`config.mk`:
```
export PLATFORM = sky130hd
export DESIGN_NAME = sw_debounce
export DESIGN_NICKNAME = d
export VERILOG_FILES = /design/src/rtl/sw_debounce.sv
export SDC_FILE = /design/constraint.sdc
export NUM_CORES = 1
export LEC_CHECK = 0
export CORE_MARGIN = 2
export CORE_UTILIZATION = 43
export DETAILED_ROUTE_END_ITERATION = 10
export GPL_TIMING_DRIVEN = 0
export PLACE_DENSITY_LB_ADDON = 0.15
export SYNTH_ARGS = -nofsm -noshare
export SYNTH_HDL_FRONTEND = slang
export SYNTH_SLANG_ARGS = --single-unit
```
`constraint.sdc`:
```
create_clock -name i_clk -period 3.9 [get_ports i_clk]
set_input_delay 0.78 -clock i_clk [delete_from_list [all_inputs] [get_ports i_clk]]
set_output_delay 0.78 -clock i_clk [all_outputs]
set_load 0.05 [all_outputs]
```
`src/rtl/sw_debounce.sv`:
```
// Two-flop synchroniser plus four-state debounce filter for a raw board switch.
// Clean level, one-cycle edge strobes and a saturating count of aborted transitions.
module sw_debounce #(
    parameter int DEBOUNCE_CYCLES = 16,
    parameter int CNT_W           = 16,
    parameter int BOUNCE_W        = 8
) (
    input  logic                i_clk,
    input  logic                i_reset_n,
    input  logic                i_sw,
    output logic                o_sw,
    output logic                o_rise,
    output logic                o_fall,
    output logic [BOUNCE_W-1:0] o_bounce_cnt
);

    localparam logic [1:0] STABLE_LO = 2'd0;
    localparam logic [1:0] CHK_HI    = 2'd1;
    localparam logic [1:0] STABLE_HI = 2'd2;
    localparam logic [1:0] CHK_LO    = 2'd3;

    localparam logic [CNT_W-1:0]    CNT_ONE    = CNT_W'(1);
    localparam logic [CNT_W-1:0]    CNT_LAST   = CNT_W'(DEBOUNCE_CYCLES - 1);
    localparam logic [BOUNCE_W-1:0] BOUNCE_ONE = BOUNCE_W'(1);
    localparam logic [BOUNCE_W-1:0] BOUNCE_MAX = '1;

    logic                r_sync1;
    logic                r_sync2;
    logic [1:0]          r_state;
    logic [CNT_W-1:0]    r_cnt;
    logic                r_sw;
    logic                r_rise;
    logic                r_fall;
    logic [BOUNCE_W-1:0] r_bounce;
    logic                w_s;
    logic [BOUNCE_W-1:0] w_bounce_inc;

    assign w_s          = r_sync2;
    assign w_bounce_inc = (r_bounce == BOUNCE_MAX) ? r_bounce : r_bounce + BOUNCE_ONE;

    always_ff @(posedge i_clk or negedge i_reset_n) begin
        if (!i_reset_n) begin
            r_sync1  <= 1'b0;
            r_sync2  <= 1'b0;
            r_state  <= STABLE_LO;
            r_cnt    <= '0;
            r_sw     <= 1'b0;
            r_rise   <= 1'b0;
            r_fall   <= 1'b0;
            r_bounce <= '0;
        end else begin
            r_sync1 <= i_sw;
            r_sync2 <= r_sync1;
            r_rise  <= 1'b0;
            r_fall  <= 1'b0;
            case (r_state)
                STABLE_LO: begin
                    if (w_s) begin
                        r_state <= CHK_HI;
                        r_cnt   <= CNT_ONE;
                    end
                end
                CHK_HI: begin
                    if (!w_s) begin
                        r_state  <= STABLE_LO;
                        r_cnt    <= '0;
                        r_bounce <= w_bounce_inc;
                    end else if (r_cnt == CNT_LAST) begin
                        r_state <= STABLE_HI;
                        r_cnt   <= '0;
                        r_sw    <= 1'b1;
                        r_rise  <= 1'b1;
                    end else begin
                        r_cnt <= r_cnt + CNT_ONE;
                    end
                end
                STABLE_HI: begin
                    if (!w_s) begin
                        r_state <= CHK_LO;
                        r_cnt   <= CNT_ONE;
                    end
                end
                CHK_LO: begin
                    // Mirror of CHK_HI: a 1 sample aborts back to the high level.
                    if (w_s) begin
                        r_state  <= STABLE_HI;
                        r_cnt    <= '0;
                        r_bounce <= w_bounce_inc;
                    end else if (r_cnt == CNT_LAST) begin
                        r_state <= STABLE_LO;
                        r_cnt   <= '0;
                        r_sw    <= 1'b0;
                        r_fall  <= 1'b1;
                    end else begin
                        r_cnt <= r_cnt + CNT_ONE;
                    end
                end
                default: begin
                    r_state <= STABLE_LO;
                    r_cnt   <= '0;
                end
            endcase
        end
    end

    assign o_sw         = r_sw;
    assign o_rise       = r_rise;
    assign o_fall       = r_fall;
    assign o_bounce_cnt = r_bounce;

endmodule

```
==> results.yml, run 1 <==
timing:
  setup_viol: 0
  fin_setup_tns_ns: 0
  hold_viol_final: 0
  timing.final.crit_share_pct: 60.2
  worst_slew_pin_slew_ns: 0.656
  min_period_ns: 2.35
  worst_clock_skew_ns: 0.00529
  rsz0062_at_grt: "no"
  finalHoldWorstSlack_ns: 0.364
  slew_viol_final: 0
  max_freq_mhz: 426
  maxSlewHeadroom_pct: 56.3
synthesis:
  synth_cell_types: 43
  synth_nets: 163
  synth_area_um2: 1650
  netlist.area_leader.share_pct: 47.0
  synth_cells: 158
  synth_top_area_cell: "dfrtp_1"
  synth_common_cells: "31 x dfrtp_1, 13 x nor3_1, 11 x nor2_1, 10 x nand3_1, 8 x nand2_1"
  synth_area_per_cell_um2: 10.5
  async_reset_ff_share_pct: 100
  yosysSeqAreaShare_pct: 47.0
  synth_edf_count: 0
  synthFlopType: "dfrtp_1"
  ys_ff_latch: 31
  synthTopCellsByArea: "dfrtp_1 47%, nor3_1 3.9%, xor2_1 3.2%"
  yosysMostFrequentCell: "dfrtp_1"
  yosysWarnings: 0
setup_path:
  crit_path_end_kind: "primary output"
  worst_ep_required_time_ns: 3.12
  crit_chain: "clkdlybuf4s50_1"
  crit_path_max_incr_delay_ns: 0.84
  crit_fanout: 6
  cp-start-kind: "flop"
  cpLargestDelayFamily: "buffers and inverters"
  slowest_stage: "clkdlybuf4s50_1"
  path_class: "reg -> out"
  cp.arrival_ns: 1.57
  crit_buf_inv: 1
cts:
  cts_hold_buffers: 0
  tritoncts: "built"
  post_cts_buffers: 0
  root_buffer: "clkbuf_8"
  clk_path_buf_depth: 2
  cts.sinks: 31
  cts.clk_slew.worst_paths_ns: 0.06
  cts-resized-gates: 0
  cts_made_buffers: 5
  ctsHtreeMaxLevel: 2
  clk_latency_ns: 0.29
route:
  dr_total_vias: 1322
  detail-route-antenna-nets: 0
  drt_iter0_drc: 104
  totalWireLength_um: 3420
  vias_per_cell: 5.82
  firstDrtPassIters: 4
  drc_errors: 0
  wire_per_inst_um: 15.1
grt:
  busiest_layer: "met2"
  grt_pass1_vias: 1290
  grtUsageMet3_pct: 5.11
  grt_usage_pct: 19.3
  met2_usage_pct: 27.8
  grt_start_max_net_pins: 32
  gr-total-overflow: 0
  antenna_found_initial: 0
  grt_pass1_wl_um: 6210
  met1_usage_pct: 26.9
power_and_ir_drop:
  power_density_nw_per_um2: 609
  peakVddDrop_v: 0.000383
  power.leakage_uw: 0.000836
place:
  place.gp.congestion: 0.837
  portBuffers: 13
  place_inst: 219
  dp_hpwl_um: 2360
floorplan:
  die_h_um: 66.0
  ios: 14
  start_util_pct: 44.8
  die_area_um2: 4350
  num_rows: 22
  core-area_um2: 3690
  die_w_um: 66.0
cells_and_area:
  antenna_cells: 0
  drive_above_1_share_pct: 13.4
  synthToLayoutAreaGrowth_pct: 17.3
  finalNonFillerCells: 227
  finalNetCount: 183
run_status:
  outcome: "completed"
run:
  maxCapViolCount: 0
hold_path:
  hp-class: "reg -> reg"
[stage by stage]
stage / total power, µW / instance area, µm² / setup WS (ns) / utilization, %
after floorplan: 768 / 1650 / 2.06 / -
after global placement: 890 / 1840 / 1.51 / 49.9
after detailed placement: 900 / 1840 / 1.49 / 49.9
after CTS: 1180 / 1940 / 1.55 / 52.6
after global routing: 1260 / 1940 / 1.48 / 52.5
final: 1180 / 1940 / 1.55 / 52.5
[worst reg2reg max path, delay by kind of cell (launching register included)]
family,cells,cell delay [ns]
adder cells (fa/ha/maj),1,0.23
flip-flops,1,0.43
AND/OR/NAND/NOR,2,0.86
AO/OA/AOI/OAI,2,0.34
[report_power, final]
part | internal, µW | switching (µW)
Combinational | 159 | 304
Clock | 161 | 122
Sequential | 374 | 58.9
[per-layer routing]
metal / share of wire, % / up-vias
li1: - / 641
met1: 48 / 638
met2: 45 / 35
met3: 5.1 / 8
met4: 2.0 / 0
met5: 0 / -
[kinds of logic (layout without fill, tap and decap cells)]
group / Yosys count / count (layout) / synth area share (%)
multiplexers: 2 / 2 / 1.36
AO/OA/AOI/OAI: 35 / 35 / 17.3
flip-flops: 31 / 31 / 47.0
XOR/XNOR: 10 / 10 / 5.76
adder cells (fa/ha/maj): 2 / 2 / 1.51
buffers and inverters: 13 / 34 / 4.54
AND/OR/NAND/NOR: 65 / 65 / 22.6
[state kept, by name, summed over array words and instances (netlist names), named ones only]
register,cells
r_sync2,1
r_state,1
o_rise,1
o_fall,1
r_sync1,1
o_bounce_cnt,8
o_sw,1
r_cnt,16
[worst paths after layout]
| check | startpoint | cells past startpoint | to | slack, ns |
|---|---|---|---|---|
| max in group asynchronous | i_reset_n | 1 | r_cnt[11] | 2.96 |
| min in group asynchronous | i_reset_n | 1 | o_bounce_cnt[5] | 0.52 |
| worst min-delay path | r_sync1 | 0 | r_sync2 | 0.36 |
| worst min register to register | r_sync1 | 0 | r_sync2 | 0.36 |
| worst max register to register | r_cnt[0] | 5 | r_cnt[14] | 1.94 |
| worst max-delay path | o_bounce_cnt[2] | 1 | o_bounce_cnt[2] | 1.55 |
[area by class of cell]
class / instances / area [µm²]
inverters: 5 / 18.8
multi-input cells: 114 / 801
plain buffers: 8 / 56.3
repair buffers: 13 / 125
fillers: 339 / 1750
well taps: 48 / 60.1
flip-flops and latches: 31 / 776
clock buffers: 8 / 100
[placed cells by master, fill, tap and decap left out, types with 2 or more instances in the layout]
cell,instances
a21o_1,2
a221o_1,2
a22o_1,5
a41o_1,2
and2_1,2
buf_2,3
buf_4,2
buf_6,2
clkbuf_1,2
clkbuf_8,7
clkdlybuf4s50_1,12
dfrtp_1,31
ha_1,2
inv_1,5
mux2_2,2
nand2_1,8
nand3_1,10
nand4_1,3
nor2_1,11
nor3_1,13
nor3b_1,2
nor4_1,7
o21a_1,5
o21ai_0,5
o22a_1,2
o311ai_1,3
o31ai_1,3
or4_1,2
xnor2_1,3
xor2_1,6
(Power assumes the default switching activity.)
==> run 2, diff against run 1 <==
==> constraint.sdc (replaced) <==
create_clock -name i_clk -period 2.4 [get_ports i_clk]
set_input_delay 0.48 -clock i_clk [delete_from_list [all_inputs] [get_ports i_clk]]
set_output_delay 0.48 -clock i_clk [all_outputs]
set_load 0.05 [all_outputs]
==> results of run 2 <==
The final DEF is identical to that of run 1. Status: completed.
Among the figures that moved: setup slack after placement 1.49 ns -> 0.291 ns; setup slack after layout 1.55 ns -> 0.352 ns; hold slack 0.364 ns -> 0.221 ns; register-to-register setup slack 1.94 ns -> 0.44 ns; total power 1180 µW -> 1920 µW; worst IR drop on VDD 0.000383 V -> 0.000623 V
